$ cat config.mk
export PLATFORM = sky130hd
export DESIGN_NAME = hdlc_rx_deframer_flat
export DESIGN_NICKNAME = d
export VERILOG_FILES = /design/src/rtl/hdlc_rx_deframer_if.sv /design/src/rtl/hdlc_rx_deframer.sv /design/src/flat_wrapper.sv
export SDC_FILE = /design/constraint.sdc
export NUM_CORES = 1
export LEC_CHECK = 0
export CAP_MARGIN = 30
export CORE_MARGIN = 2
export CORE_UTILIZATION = 30
export CTS_CLUSTER_SIZE = 40
export DETAILED_ROUTE_END_ITERATION = 10
export PLACE_DENSITY = 0.44
export SLEW_MARGIN = 0
export SYNTH_ARGS = -nofsm -noshare
export SYNTH_HDL_FRONTEND = slang
export SYNTH_SLANG_ARGS = --single-unit
export TNS_END_PERCENT = 1
$ cat constraint.sdc
create_clock -name Clk -period 6 [get_ports Clk]
set_clock_uncertainty 0.15 [all_clocks]
set_input_delay 1.8 -clock Clk [delete_from_list [all_inputs] [get_ports Clk]]
set_output_delay 1.8 -clock Clk [all_outputs]
set_load 0.01 [all_outputs]
$ cat src/rtl/hdlc_rx_deframer_if.sv
// Signal bundle between the serial Rx line driver and the HDLC receive deframer.
interface hdlc_rx_deframer_if #(
    parameter int unsigned SIZE_W = 8
) ();
    logic              Rx;
    logic              RxEN;
    logic [7:0]        Rx_Data;
    logic              Rx_NewByte;
    logic              Rx_FlagDetect;
    logic              Rx_AbortDetect;
    logic              Rx_ValidFrame;
    logic              Rx_EoF;
    logic [SIZE_W-1:0] Rx_FrameSize;
    logic              Rx_Overflow;
    logic              Rx_FCSerr;
    logic              Rx_FrameError;

    // Line side: drives the serial data, observes deframer results.
    modport master (
        output Rx, RxEN,
        input  Rx_Data, Rx_NewByte, Rx_FlagDetect, Rx_AbortDetect, Rx_ValidFrame,
        input  Rx_EoF, Rx_FrameSize, Rx_Overflow, Rx_FCSerr, Rx_FrameError
    );

    // Deframer side.
    modport slave (
        input  Rx, RxEN,
        output Rx_Data, Rx_NewByte, Rx_FlagDetect, Rx_AbortDetect, Rx_ValidFrame,
        output Rx_EoF, Rx_FrameSize, Rx_Overflow, Rx_FCSerr, Rx_FrameError
    );
endinterface

$ cat src/rtl/hdlc_rx_deframer.sv
// HDLC receive deframer: flag/abort detection, zero-bit removal, LSB-first byte
// assembly, FCS holdback and CRC-16/CRC-32 residue check.
module hdlc_rx_deframer #(
    parameter int unsigned MAX_BYTES = 128,
    parameter int unsigned FCS_MODE  = 1,
    parameter int unsigned SIZE_W    = 8
) (
    input logic               Clk,
    input logic               Rst,
    hdlc_rx_deframer_if.slave bus
);
    localparam int unsigned FCS_BYTES = (FCS_MODE == 2) ? 4 : (FCS_MODE == 1) ? 2 : 0;
    localparam int unsigned HB_D      = (FCS_BYTES == 0) ? 1 : FCS_BYTES;
    localparam logic [31:0] CRC_POLY  = (FCS_MODE == 2) ? 32'hEDB88320 : 32'h00008408;
    localparam logic [31:0] CRC_INIT  = (FCS_MODE == 2) ? 32'hFFFFFFFF : 32'h0000FFFF;
    localparam logic [31:0] CRC_GOOD  = (FCS_MODE == 2) ? 32'hDEBB20E3 : 32'h0000F0B8;
    localparam logic [7:0]  MAX_B     = 8'(MAX_BYTES);
    localparam logic [2:0]  RCV_MIN   = 3'(FCS_BYTES + 1);
    localparam logic [2:0]  HB_FULL   = 3'(FCS_BYTES);

    typedef enum logic [1:0] {StHunt, StSync, StFrame} state_e;

    state_e            state_q;
    logic [7:0]        win_q;
    logic [2:0]        ones_q;
    logic [3:0]        skip_q;      // flag bits still travelling through the delay line
    logic [2:0]        dst_ones_q;
    logic [2:0]        bit_cnt_q;
    logic [2:0]        rcv_cnt_q;   // received bytes incl. FCS, saturating at RCV_MIN
    logic [7:0]        byte_sr_q;
    logic [31:0]       crc_q;
    logic [7:0]        hb_q [HB_D];
    logic [2:0]        hb_fill_q;
    logic [7:0]        pay_cnt_q;

    logic [7:0]        data_q;
    logic              new_byte_q, flag_q, abort_q, valid_q, eof_q;
    logic              ovf_q, fcserr_q, ferr_q;
    logic [SIZE_W-1:0] size_q;

    logic [7:0]  win_d;
    logic [2:0]  ones_d;
    logic        out_bit, flag_hit, abort_hit, data_bit, step, clr;
    logic        stuffed, byte_done, out_valid, pay_ok, frame_err, fcs_err;
    logic [2:0]  dst_ones_d, bit_cnt_d, rcv_cnt_d, hb_fill_d;
    logic [7:0]  byte_sr_d, out_byte, pay_cnt_d;
    logic [31:0] crc_d;
    logic [7:0]  hb_d [HB_D];

    // Detector window doubles as the 8-sample delay line; win_q[0] is the bit leaving it.
    always_comb begin
        win_d     = {bus.Rx, win_q[7:1]};
        out_bit   = win_q[0];
        flag_hit  = (win_d == 8'h7E);
        abort_hit = bus.Rx && (ones_q == 3'd6);
        if (!bus.Rx) begin
            ones_d = 3'd0;
        end else if (ones_q == 3'd7) begin
            ones_d = ones_q;
        end else begin
            ones_d = ones_q + 3'd1;
        end
        data_bit = (state_q != StHunt) && (skip_q == 4'd0);
        step     = bus.RxEN && data_bit && !abort_hit;
        clr      = bus.RxEN && (flag_hit || (abort_hit && state_q != StHunt));
    end

    // Destuff, assemble and CRC the bit leaving the delay line.
    always_comb begin
        stuffed    = !out_bit && (dst_ones_q == 3'd5);
        dst_ones_d = 3'd0;
        bit_cnt_d  = bit_cnt_q;
        byte_sr_d  = byte_sr_q;
        crc_d      = crc_q;
        byte_done  = 1'b0;
        if (!stuffed) begin
            if (out_bit) begin
                dst_ones_d = (dst_ones_q == 3'd7) ? dst_ones_q : dst_ones_q + 3'd1;
            end
            byte_sr_d = {out_bit, byte_sr_q[7:1]};
            bit_cnt_d = bit_cnt_q + 3'd1;
            crc_d     = (crc_q >> 1) ^ ((crc_q[0] ^ out_bit) ? CRC_POLY : 32'h0);
            byte_done = (bit_cnt_q == 3'd7);
        end
        rcv_cnt_d = (byte_done && rcv_cnt_q < RCV_MIN) ? rcv_cnt_q + 3'd1 : rcv_cnt_q;
    end

    // Holdback FIFO keeps the trailing FCS bytes away from the payload output.
    always_comb begin
        hb_d      = hb_q;
        hb_fill_d = hb_fill_q;
        out_valid = 1'b0;
        out_byte  = byte_sr_d;
        if (byte_done) begin
            if (FCS_BYTES == 0) begin
                out_valid = 1'b1;
            end else if (hb_fill_q == HB_FULL) begin
                out_valid = 1'b1;
                out_byte  = hb_q[0];
                for (int i = 0; i < HB_D - 1; i++) begin
                    hb_d[i] = hb_q[i+1];
                end
                hb_d[HB_D-1] = byte_sr_d;
            end else begin
                for (int i = 0; i < HB_D; i++) begin
                    if (3'(i) == hb_fill_q) begin
                        hb_d[i] = byte_sr_d;
                    end
                end
                hb_fill_d = hb_fill_q + 3'd1;
            end
        end
        pay_ok    = out_valid && (pay_cnt_q < MAX_B);
        pay_cnt_d = pay_cnt_q + {7'd0, pay_ok};
        frame_err = (bit_cnt_d != 3'd0) || (rcv_cnt_d < RCV_MIN);
        fcs_err   = (FCS_MODE != 0) && !frame_err && (crc_d != CRC_GOOD);
    end

    // Per-frame datapath registers: restart on any flag or abort, advance on data bits.
    always_ff @(posedge Clk or posedge Rst) begin
        if (Rst) begin
            dst_ones_q <= 3'd0;
            bit_cnt_q  <= 3'd0;
            rcv_cnt_q  <= 3'd0;
            byte_sr_q  <= 8'd0;
            crc_q      <= CRC_INIT;
            hb_q       <= '{default: 8'd0};
            hb_fill_q  <= 3'd0;
            pay_cnt_q  <= 8'd0;
        end else if (clr) begin
            dst_ones_q <= 3'd0;
            bit_cnt_q  <= 3'd0;
            rcv_cnt_q  <= 3'd0;
            byte_sr_q  <= 8'd0;
            crc_q      <= CRC_INIT;
            hb_fill_q  <= 3'd0;
            pay_cnt_q  <= 8'd0;
        end else if (step) begin
            dst_ones_q <= dst_ones_d;
            bit_cnt_q  <= bit_cnt_d;
            rcv_cnt_q  <= rcv_cnt_d;
            byte_sr_q  <= byte_sr_d;
            crc_q      <= crc_d;
            hb_q       <= hb_d;
            hb_fill_q  <= hb_fill_d;
            pay_cnt_q  <= pay_cnt_d;
        end
    end

    // Frame FSM with registered strobes and status levels.
    always_ff @(posedge Clk or posedge Rst) begin
        if (Rst) begin
            state_q    <= StHunt;
            win_q      <= 8'd0;
            ones_q     <= 3'd0;
            skip_q     <= 4'd0;
            data_q     <= 8'd0;
            new_byte_q <= 1'b0;
            flag_q     <= 1'b0;
            abort_q    <= 1'b0;
            valid_q    <= 1'b0;
            eof_q      <= 1'b0;
            ovf_q      <= 1'b0;
            fcserr_q   <= 1'b0;
            ferr_q     <= 1'b0;
            size_q     <= '0;
        end else begin
            new_byte_q <= 1'b0;
            flag_q     <= 1'b0;
            abort_q    <= 1'b0;
            eof_q      <= 1'b0;
            if (bus.RxEN) begin
                win_q  <= win_d;
                ones_q <= ones_d;
                if (skip_q != 4'd0) begin
                    skip_q <= skip_q - 4'd1;
                end
                if (flag_hit) begin
                    flag_q <= 1'b1;
                    skip_q <= 4'd8;
                end
                unique case (state_q)
                    StHunt: begin
                        if (flag_hit) begin
                            state_q <= StSync;
                        end
                    end
                    StSync, StFrame: begin
                        if (abort_hit) begin
                            abort_q <= 1'b1;
                            valid_q <= 1'b0;
                            state_q <= StHunt;
                        end else begin
                            if (data_bit) begin
                                if (state_q == StSync) begin
                                    valid_q  <= 1'b1;
                                    ovf_q    <= 1'b0;
                                    fcserr_q <= 1'b0;
                                    ferr_q   <= 1'b0;
                                    state_q  <= StFrame;
                                end
                                if (pay_ok) begin
                                    new_byte_q <= 1'b1;
                                    data_q     <= out_byte;
                                end
                                if (out_valid && !pay_ok) begin
                                    ovf_q <= 1'b1;
                                end
                            end
                            // Closing flag also opens the next frame, hence back to sync.
                            if (flag_hit) begin
                                state_q <= StSync;
                                if (data_bit) begin
                                    eof_q    <= 1'b1;
                                    valid_q  <= 1'b0;
                                    size_q   <= SIZE_W'(pay_cnt_d);
                                    ferr_q   <= frame_err;
                                    fcserr_q <= fcs_err;
                                end
                            end
                        end
                    end
                    default: state_q <= StHunt;
                endcase
            end
        end
    end

    assign bus.Rx_Data        = data_q;
    assign bus.Rx_NewByte     = new_byte_q;
    assign bus.Rx_FlagDetect  = flag_q;
    assign bus.Rx_AbortDetect = abort_q;
    assign bus.Rx_ValidFrame  = valid_q;
    assign bus.Rx_EoF         = eof_q;
    assign bus.Rx_FrameSize   = size_q;
    assign bus.Rx_Overflow    = ovf_q;
    assign bus.Rx_FCSerr      = fcserr_q;
    assign bus.Rx_FrameError  = ferr_q;
endmodule

$ cat src/flat_wrapper.sv
// flat-port wrapper written by rule: the top's interface ports become plain ports
module hdlc_rx_deframer_flat 
#(
    parameter int unsigned MAX_BYTES = 128,
    parameter int unsigned FCS_MODE  = 1,
    parameter int unsigned SIZE_W    = 8
)
  (Clk, Rst, bus_Rx, bus_RxEN, bus_Rx_Data, bus_Rx_NewByte, bus_Rx_FlagDetect, bus_Rx_AbortDetect, bus_Rx_ValidFrame, bus_Rx_EoF, bus_Rx_FrameSize, bus_Rx_Overflow, bus_Rx_FCSerr, bus_Rx_FrameError);
  hdlc_rx_deframer_if #(.SIZE_W(SIZE_W)) bus_i ();
  input logic Clk;
  input logic Rst;
  input wire logic [$bits(bus_i.Rx)-1:0] bus_Rx;
  input wire logic [$bits(bus_i.RxEN)-1:0] bus_RxEN;
  output wire logic [$bits(bus_i.Rx_Data)-1:0] bus_Rx_Data;
  output wire logic [$bits(bus_i.Rx_NewByte)-1:0] bus_Rx_NewByte;
  output wire logic [$bits(bus_i.Rx_FlagDetect)-1:0] bus_Rx_FlagDetect;
  output wire logic [$bits(bus_i.Rx_AbortDetect)-1:0] bus_Rx_AbortDetect;
  output wire logic [$bits(bus_i.Rx_ValidFrame)-1:0] bus_Rx_ValidFrame;
  output wire logic [$bits(bus_i.Rx_EoF)-1:0] bus_Rx_EoF;
  output wire logic [$bits(bus_i.Rx_FrameSize)-1:0] bus_Rx_FrameSize;
  output wire logic [$bits(bus_i.Rx_Overflow)-1:0] bus_Rx_Overflow;
  output wire logic [$bits(bus_i.Rx_FCSerr)-1:0] bus_Rx_FCSerr;
  output wire logic [$bits(bus_i.Rx_FrameError)-1:0] bus_Rx_FrameError;
  assign bus_i.Rx = bus_Rx;
  assign bus_i.RxEN = bus_RxEN;
  assign bus_Rx_Data = bus_i.Rx_Data;
  assign bus_Rx_NewByte = bus_i.Rx_NewByte;
  assign bus_Rx_FlagDetect = bus_i.Rx_FlagDetect;
  assign bus_Rx_AbortDetect = bus_i.Rx_AbortDetect;
  assign bus_Rx_ValidFrame = bus_i.Rx_ValidFrame;
  assign bus_Rx_EoF = bus_i.Rx_EoF;
  assign bus_Rx_FrameSize = bus_i.Rx_FrameSize;
  assign bus_Rx_Overflow = bus_i.Rx_Overflow;
  assign bus_Rx_FCSerr = bus_i.Rx_FCSerr;
  assign bus_Rx_FrameError = bus_i.Rx_FrameError;
  hdlc_rx_deframer #(.MAX_BYTES(MAX_BYTES), .FCS_MODE(FCS_MODE), .SIZE_W(SIZE_W)) u_core (.Clk(Clk), .Rst(Rst), .bus(bus_i));
endmodule
# Word level (Yosys, flattened, before mapping)
# Index checks and enable logic that the tools add are counted.
# word_totals
reg_bits	117
wordCells	168
out_inout_bits	24
input_bits	4
# classes
n_bitwise	4
n_mux	72
addsub	7
order_cmp	3
reduce_logical	42
n_eq_ne	17
# op_table
op	count
$mux W32	3
$mux W8	9
$mux W3	17
$mux W1	33
$mux W16	2
$ne A32 B16 Y1 const B	1
$xor A31 B32 Y32	1
$add A3 B1 Y3 const B	5
$eq A3 B3 Y1 const B	5
$reduce_and A5 Y1	3
$reduce_bool A2 Y1	7
$reduce_and A4 Y1	3
$logic_and A1 B1 Y1	11
$mux W2	5
$add A8 B1 Y8	1
$eq A8 B7 Y1 const B	1
$lt A8 B8 Y1 const B	1
$mux W4	2
$ne A4 B1 Y1 const B	2
$reduce_and A2 Y1	4
$lt A3 B2 Y1 const B	2
$reduce_and A3 Y1	2
$logic_not A1 Y1	4
$logic_not A4 Y1	1
17 further kinds	20

# Longest topological paths before layout
# Gate-level depths: netlist of run 1.
# depth
depth_word	11
mapped_depth	13
depth_no_buf	12

# Worst setup path before layout of run 1
# OpenSTA, ideal clock, no wires.
# synth_path
path_type	in2reg
startpoint	input port bus_RxEN
endpoint	register u_core.data_q[0], in the netlist u_core.bus.Rx_Data[0]
path_buffers	1
arrival_time_ns	3.240
stages	5
setup_time_ns	0.125
slack_ns	2.485
required_ns	5.725
cell_sequence	clkbuf_1 > nand2_1 > or3_4 > nor3_4 > mux2_2
# synth_via
elab_chain_len	1
# synth_lines
element	line_no	rtl
from (decl)	flat_wrapper.sv:13	input wire logic [$bits(bus_i.RxEN)-1:0] bus_RxEN;
$reduce_and A5 Y1 (no source line)	--	
to (signal assigned)	hdlc_rx_deframer.sv:204	data_q <= out_byte;
to (decl)	hdlc_rx_deframer.sv:36	logic [7:0] data_q;
# Every way passes these cells.
# A chain may end at the register's enable or synchronous reset.

# Worst setup path after layout of run 1
# layout_path
startpoint	input port bus_Rx
endpoint	register u_core.hb_q[13] (netlist name)
# layout_via
elab_chain_len	6
elab_cells_between_ends	9
classes_between	1 x eq/ne; 1 x bitwise; 7 x reduce/logical
# layout_lines
element	line_no	rtl
from (decl)	flat_wrapper.sv:12	input wire logic [$bits(bus_i.Rx)-1:0] bus_Rx;
parallel branches: the longest is 5 deep, another holds $eq A8 B7 Y1	--	
$reduce_and A4 Y1 (no source line) *	--	
to (signal assigned)	hdlc_rx_deframer.sv:127	hb_q <= '{default: 8'd0};
to (signal assigned)	hdlc_rx_deframer.sv:144	hb_q <= hb_d;
to (decl)	hdlc_rx_deframer.sv:32	logic [7:0] hb_q [HB_D];
# Every way passes the cells marked *.

==> results.yml, run 1 <==
global_routing:
  track_usage_pct: 13.2
  grt_pass1_vias: 4003
  met3_usage_pct: 4.07
  grt_pass1_wl_mm: 20.6
  antenna_found_initial: 0
  overflow: 0
  grtUsageMet2_pct: 20.1
  busiest_layer: "met2"
  met1_usage_pct: 18.0
  grt_max_degree: 73
hold_path:
  hold_path_class: "reg2reg"
timing:
  maxSlewViolCount: 0
  slew_headroom_pct: 36.8
  max_freq_mhz: 236
  rsz0062_at_grt: "no"
  final.period_utilization_pct: 70.7
  hold_viol: 0
  worst_pin_slew_ns: 0.946
  tns_ns: 0
  period_needed_ns: 4.24
  setup_violations: 0
finish:
  num-fill-cells: 1778
  syn2layout_area_growth_pct: 20.1
  final_area_mm2: 0.00668
  final_layout_size_suffix_gt1_share_pct: 14.9
  fin_nets: 603
  finish.utilization_pct: 36.9
  antenna_cells: 0
  multi_input_area_mm2: 0.00244
  fin_cells: 821
  register_area_mm2: 0.00295
synth:
  syn_nets: 574
  synth-simple-area-share_pct: 18.5
  yosys_register_bits: 117
  yosys-top-cells-area: "dfrtp_1 45%, dfstp_2 7.6%, nand2_1 6.5%, mux2_2 5.3%, ha_1 4.5%"
  muxShareOfSynthArea_pct: 6.88
  syn_inst: 550
  async_flop_share_pct: 100
  synth_compound_area_share_pct: 10.5
  synth_fa_ha_area_share_pct: 4.50
  synth.most_common_cell: "dfrtp_1"
  seq_area_frac_synth_pct: 53.0
  yosysWarningCount: 0
  synth_area_mm2: 0.00557
  avgSynthCellArea_um2: 10.1
  ys_types: 50
  synthFlopType: "dfrtp_1"
  yosys.area.top_type_share_pct: 45.4
  synth_common_cells: "101 x dfrtp_1, 96 x nand2_1, 48 x nor2_1"
  yosys.area.top_type: "dfrtp_1"
  synth-xor-area-share_pct: 3.30
  synth-edff-count: 0
  synth_top_family_by_area: "simple AND/OR/NAND/NOR gates"
floorplanning:
  die_x_um: 140
  core_mm2: 0.0181
  io_pins: 28
  row_count: 49
  start_util_pct: 30.8
  fp.dieArea_mm2: 0.0197
  chipHeight_um: 140
detailed_routing:
  routed_wl_mm: 12.2
  wire_per_inst_um: 14.9
  first_pass_iters: 4
  drt_drc_violations_left: 0
  vias: 4008
  drt-initial-drc-count: 234
  via_per_inst: 4.88
  antenna_left: 0
clock_network:
  clkTransAtPathRegs_ns: 0.05
  cts_buffers: 17
  htree_levels: 4
  cts_sinks: 117
  cts_tree: "built"
  clock-root-buffer: "clkbuf_16"
  cts_resized: 0
  holdBufCountCts: 0
  post-cts-setup-buffers: 0
  worstSkewPairLatency_ns: 0.41
  clock_path_buffers: 2
worst_setup_path:
  cp-end-kind: "flip-flop"
  critPathLaunchType: "primary input"
  crit_fanout: 32
  critPathArrivalTime_ns: 4.39
  worst-setup-path-type: "in2reg"
  crit_required_ns: 6.15
placement:
  portBuffers: 27
  placed_area_mm2: 0.00608
  finalWeightedCongestion: 0.774
  dpl.hpwl_mm: 7.92
  dp_cells: 788
power_and_ir_drop:
  ir_drop_uv: 210
  finalPower_w: 0.00250
  p_leak_nw: 2.98
  powerDensity_mw_per_mm2: 375
flow_run:
  drv_cap: 0
run_status:
  status: "finished clean"
-- sequential cells by signal (all words and copies together) (netlist names) --
register	flops
u_core.bus.Rx_ValidFrame	1
u_core.bus.Rx_FrameError	1
u_core.win_q	8
u_core.ones_q	3
u_core.bus.Rx_Overflow	1
u_core.rcv_cnt_q	3
u_core.byte_sr_q	8
u_core.bus.Rx_AbortDetect	1
u_core.skip_q	4
u_core.bit_cnt_q	3
u_core.bus.Rx_NewByte	1
u_core.state_q	2
u_core.bus.Rx_Data	8
u_core.bus.Rx_EoF	1
u_core.pay_cnt_q	8
u_core.dst_ones_q	3
u_core.hb_q	16
u_core.crc_q	32
u_core.bus.Rx_FlagDetect	1
u_core.bus.Rx_FrameSize	8
u_core.hb_fill_q	3
u_core.bus.Rx_FCSerr	1
-- per-layer routing --
| metal | share of wire (%) | vias to the layer above |
|---|---|---|
| met5 | 0 | - |
| met4 | 1.3 | 0 |
| met3 | 3.8 | 10 |
| met2 | 45 | 68 |
| met1 | 49 | 1973 |
| li1 | - | 1957 |
-- path summary, 6_finish.rpt --
| check | from | endpoint | slack, ns | cells after the start |
|---|---|---|---|---|
| worst max register to register | u_core.dst_ones_q[1] | u_core.pay_cnt_q[6] | 2.69 | 12 |
| max in group asynchronous | Rst | u_core.rcv_cnt_q[2] | 3.19 | 4 |
| worst min-delay path | u_core.crc_q[14] | u_core.crc_q[14] | 0.34 | 2 |
| worst min register to register | u_core.crc_q[14] | u_core.crc_q[14] | 0.34 | 2 |
| worst max-delay path | bus_Rx | u_core.hb_q[13] | 1.76 | 8 |
| min in group asynchronous | Rst | u_core.win_q[0] | 1.58 | 2 |
-- per-stage QoR --
| step | hold slack, ns | worst slack (ns) |
|---|---|---|
| 2_1_floorplan | 0.319 | 0.976 |
| 3_3_place_gp | 0.333 | 1.35 |
| 3_5_place_dp | 0.339 | 1.29 |
| 4_1_cts | 0.346 | 1.73 |
| 5_1_grt | 0.375 | 1.55 |
| 6_report | 0.343 | 1.76 |
-- final cells by class --
| cell class | instances | area share (%) |
|---|---|---|
| Clock buffer | 28 | 7.88 |
| Clock inverter | 4 | 0.674 |
| Inverter | 17 | 0.993 |
| Multi-Input combinational cell | 388 | 36.5 |
| Sequential cell | 117 | 44.1 |
| Tap cell | 229 | 4.29 |
| Timing Repair Buffer | 38 | 5.58 |
-- report_power, final --
part	internal [W]	switching, W	leakage [nW]
Combinational	0.000201	0.000246	1.17
Clock	0.000633	0.000340	0.284
Sequential	0.000950	0.000133	1.53
Total	0.00178	0.000718	2.98
-- critical path, stage by stage --
cell and delay (ns):
clkdlybuf4s50_1 0.51, nand3_1 0.28, and3_1 0.20, buf_4 0.28, and2_1 0.17, buf_4 0.32, o2111ai_2 0.42, mux2_2 0.40
-- placed cells by master (no fill, tap or decap), drive strengths merged, types with 3 or more instances in the layout --
master	synthesis	final
clkbuf	22	28
buf	5	11
ha	20	20
xnor2	12	12
clkinv	0	3
nor4b	4	4
a31oi	3	3
nor2b	3	3
nand3	20	20
nor2	48	48
nand2	96	96
and3	7	7
and2	3	3
inv	17	17
nand3b	4	4
mux2i	9	9
o21ai	25	25
a22o	3	3
o211ai	5	5
dfrtp	101	101
clkdlybuf4s50	0	27
nor3	8	8
nor4	4	4
a211oi	9	9
dfstp	16	16
xor2	9	9
mux2	26	26
nand4	4	4
a21oi	40	40
or3	3	3
nand4b	5	5
-- cells by family (layout without fill, tap and decap cells) --
family | after synthesis | after routing
AO/OA/AOI/OAI | 97 | 97
XOR/XNOR | 21 | 21
adder cells (fa/ha/maj) | 20 | 20
buffers and inverters | 45 | 87
flip-flops | 117 | 117
multiplexers | 35 | 35
AND/OR/NAND/NOR | 215 | 215
Note: power is estimated with default switching activity, not from simulation.
==> run 2, diff against run 1 <==
==> constraint.sdc (replaced) <==
create_clock -name Clk -period 4.3 [get_ports Clk]
set_clock_uncertainty 0.15 [all_clocks]
set_input_delay 1.29 -clock Clk [delete_from_list [all_inputs] [get_ports Clk]]
set_output_delay 1.29 -clock Clk [all_outputs]
set_load 0.01 [all_outputs]
==> run 2 against run 1 <==
Final cell count grew 0.12%. Total power increased by 46%. Sequential power increased by 40%. Critical path type unchanged. Largest power group is now clock. Non-clock buffer count grew 1. Global-route usage increased by 0.22 points. Design area increased by 0.97%. Register-to-register slack worse by 1.3 ns.
==> results.yml, run 2 (synthesized netlist as in run 1, its figures left out) <==
placement:
  place_worst_setup_slack_ns: 0.663
  placed_area_mm2: 0.00611
  dpl.hpwl_mm: 7.99
  finalWeightedCongestion: 0.737
  portBuffers: 27
timing:
  slew_headroom_pct: 57.0
  worst_pin_slew_ns: 0.645
  hold_viol: 0
  final.period_utilization_pct: 74.5
  tns_ns: 0
  max_freq_mhz: 312
  rsz0062_at_grt: "no"
  period_needed_ns: 3.20
  layout_setup_ws_ns: 1.10
  maxSlewViolCount: 0
  setup_violations: 0
finish:
  fin_nets: 604
  final_area_mm2: 0.00675
  final_layout_size_suffix_gt1_share_pct: 15.5
  final_common_cell: "dfrtp_1"
  antenna_cells: 0
  top_register: "u_core.crc_q"
  layout_common_cells: "101 x dfrtp_1, 96 x nand2_1, 48 x nor2_1"
  reg.largest.list: "u_core.crc_q (32), u_core.hb_q (16)"
  largest_reg_flops: 32
  finish.utilization_pct: 37.3
  syn2layout_area_growth_pct: 21.2
detailed_routing:
  drt-initial-drc-count: 205
  first_pass_iters: 4
  antenna_left: 0
  wire_per_inst_um: 15.0
  drt_drc_violations_left: 0
  via_per_inst: 4.82
  routed_wl_mm: 12.3
  vias: 3961
worst_setup_path:
  max_stage_delay_ns: 0.52
  crit_required_ns: 4.45
  worst-setup-path-type: "in2reg"
  crit_path_top_delay_cell: "clkdlybuf4s50_1"
  cp-end-kind: "flip-flop"
  crit_fanout: 8
  critical_path.top_delay_family: "compound AO/OA/AOI/OAI gates"
  critPathArrivalTime_ns: 3.35
  crit_chain: "clkdlybuf4s50_1 > nand4b_1 > o22ai_1 > nand2_1 > o2111ai_2 > mux2_2"
  r2r_slack_ns: 1.42
  critPathLaunchType: "primary input"
  path_buf_inv: 1
clock_network:
  cts_sinks: 117
  holdBufCountCts: 0
  clock-root-buffer: "clkbuf_16"
  worstSkewPairLatency_ns: 0.41
  cts_resized: 0
  post-cts-setup-buffers: 0
  cts_buffers: 17
  clkTransAtPathRegs_ns: 0.05
  cts_tree: "built"
  htree_levels: 4
  clock_path_buffers: 2
global_routing:
  grt_pass1_vias: 4073
  grt_pass1_wl_mm: 20.9
  overflow: 0
  antenna_found_initial: 0
  grt_max_degree: 118
  track_usage_pct: 13.5
floorplanning:
  chipHeight_um: 140
  die_x_um: 140
  io_pins: 28
  start_util_pct: 30.8
  row_count: 49
  core_mm2: 0.0181
  fp.dieArea_mm2: 0.0197
flow_run:
  drv_cap: 0
power_and_ir_drop:
  ir_drop_uv: 300
  powerDensity_mw_per_mm2: 540
  p_leak_nw: 3.01
run_status:
  status: "finished clean"
hold_path:
  hold_path_class: "reg2reg"
-- run 2: cell count changes in the layout (fill, tap and decap cells not counted), sizes merged --
cell and delta:
buf +1, bufinv +3, clkbuf -5, clkinv +1
clkinvlp +2, inv -1
-- run 2: cell type report --
class | count | area [µm²]
Sequential cell | 117 | 2950
Clock inverter | 9 | 148
Clock buffer | 23 | 488
Tap cell | 229 | 287
Fill cell | 1771 | 11300
Timing Repair Buffer | 39 | 373
Inverter | 17 | 67.6
Multi-Input combinational cell | 388 | 2440
-- run 2: final timing paths --
kind / from / to / cells past startpoint
worst max register to register: u_core.state_q[0] / u_core.bus.Rx_Data[6] / 6
min in group asynchronous: Rst / u_core.bus.Rx_FrameError / 3
worst max-delay path: bus_Rx / u_core.hb_q[11] / 6
max in group asynchronous: Rst / u_core.byte_sr_q[1] / 3
worst min-delay path: u_core.crc_q[14] / u_core.crc_q[13] / 2
worst min register to register: u_core.crc_q[14] / u_core.crc_q[13] / 2
-- run 2: stage by stage --
stage / std cells / hold slack [ns] / total power, W
final: 822 / 0.341 / 0.00364
after global routing: 822 / 0.360 / 0.00387
after CTS: 822 / 0.346 / 0.00370
after detailed placement: 790 / 0.338 / 0.00215
after global placement: 790 / 0.334 / 0.00213
after floorplan: 550 / 0.319 / 0.00197
-- run 2: routing by layer --
metal	part of all wire [%]	global-route usage [%]	vias to the layer above
met2	44	19.8	44
met5	0	0	-
li1	-	-	1964
met1	51	18.9	1934
met4	1.7	5.21	0
met3	2.7	3.62	19
-- run 2: power by group --
group | total (W) | leakage, nW | internal [W] | switching, W
Clock | 0.00152 | 0.313 | 0.00103 | 0.000488
Combinational | 0.000622 | 1.17 | 0.000280 | 0.000342
Sequential | 0.00151 | 1.53 | 0.00132 | 0.000181
-- run 2: worst register-to-register path, delay by kind of cell, from the launching register on --
kind	cells	cell delay, ns
muxes	1	0.40
and+or+nand+nor	3	1.45
adders and majority gates	1	0.29
buffers and inverters	1	0.09
DFF	1	0.38
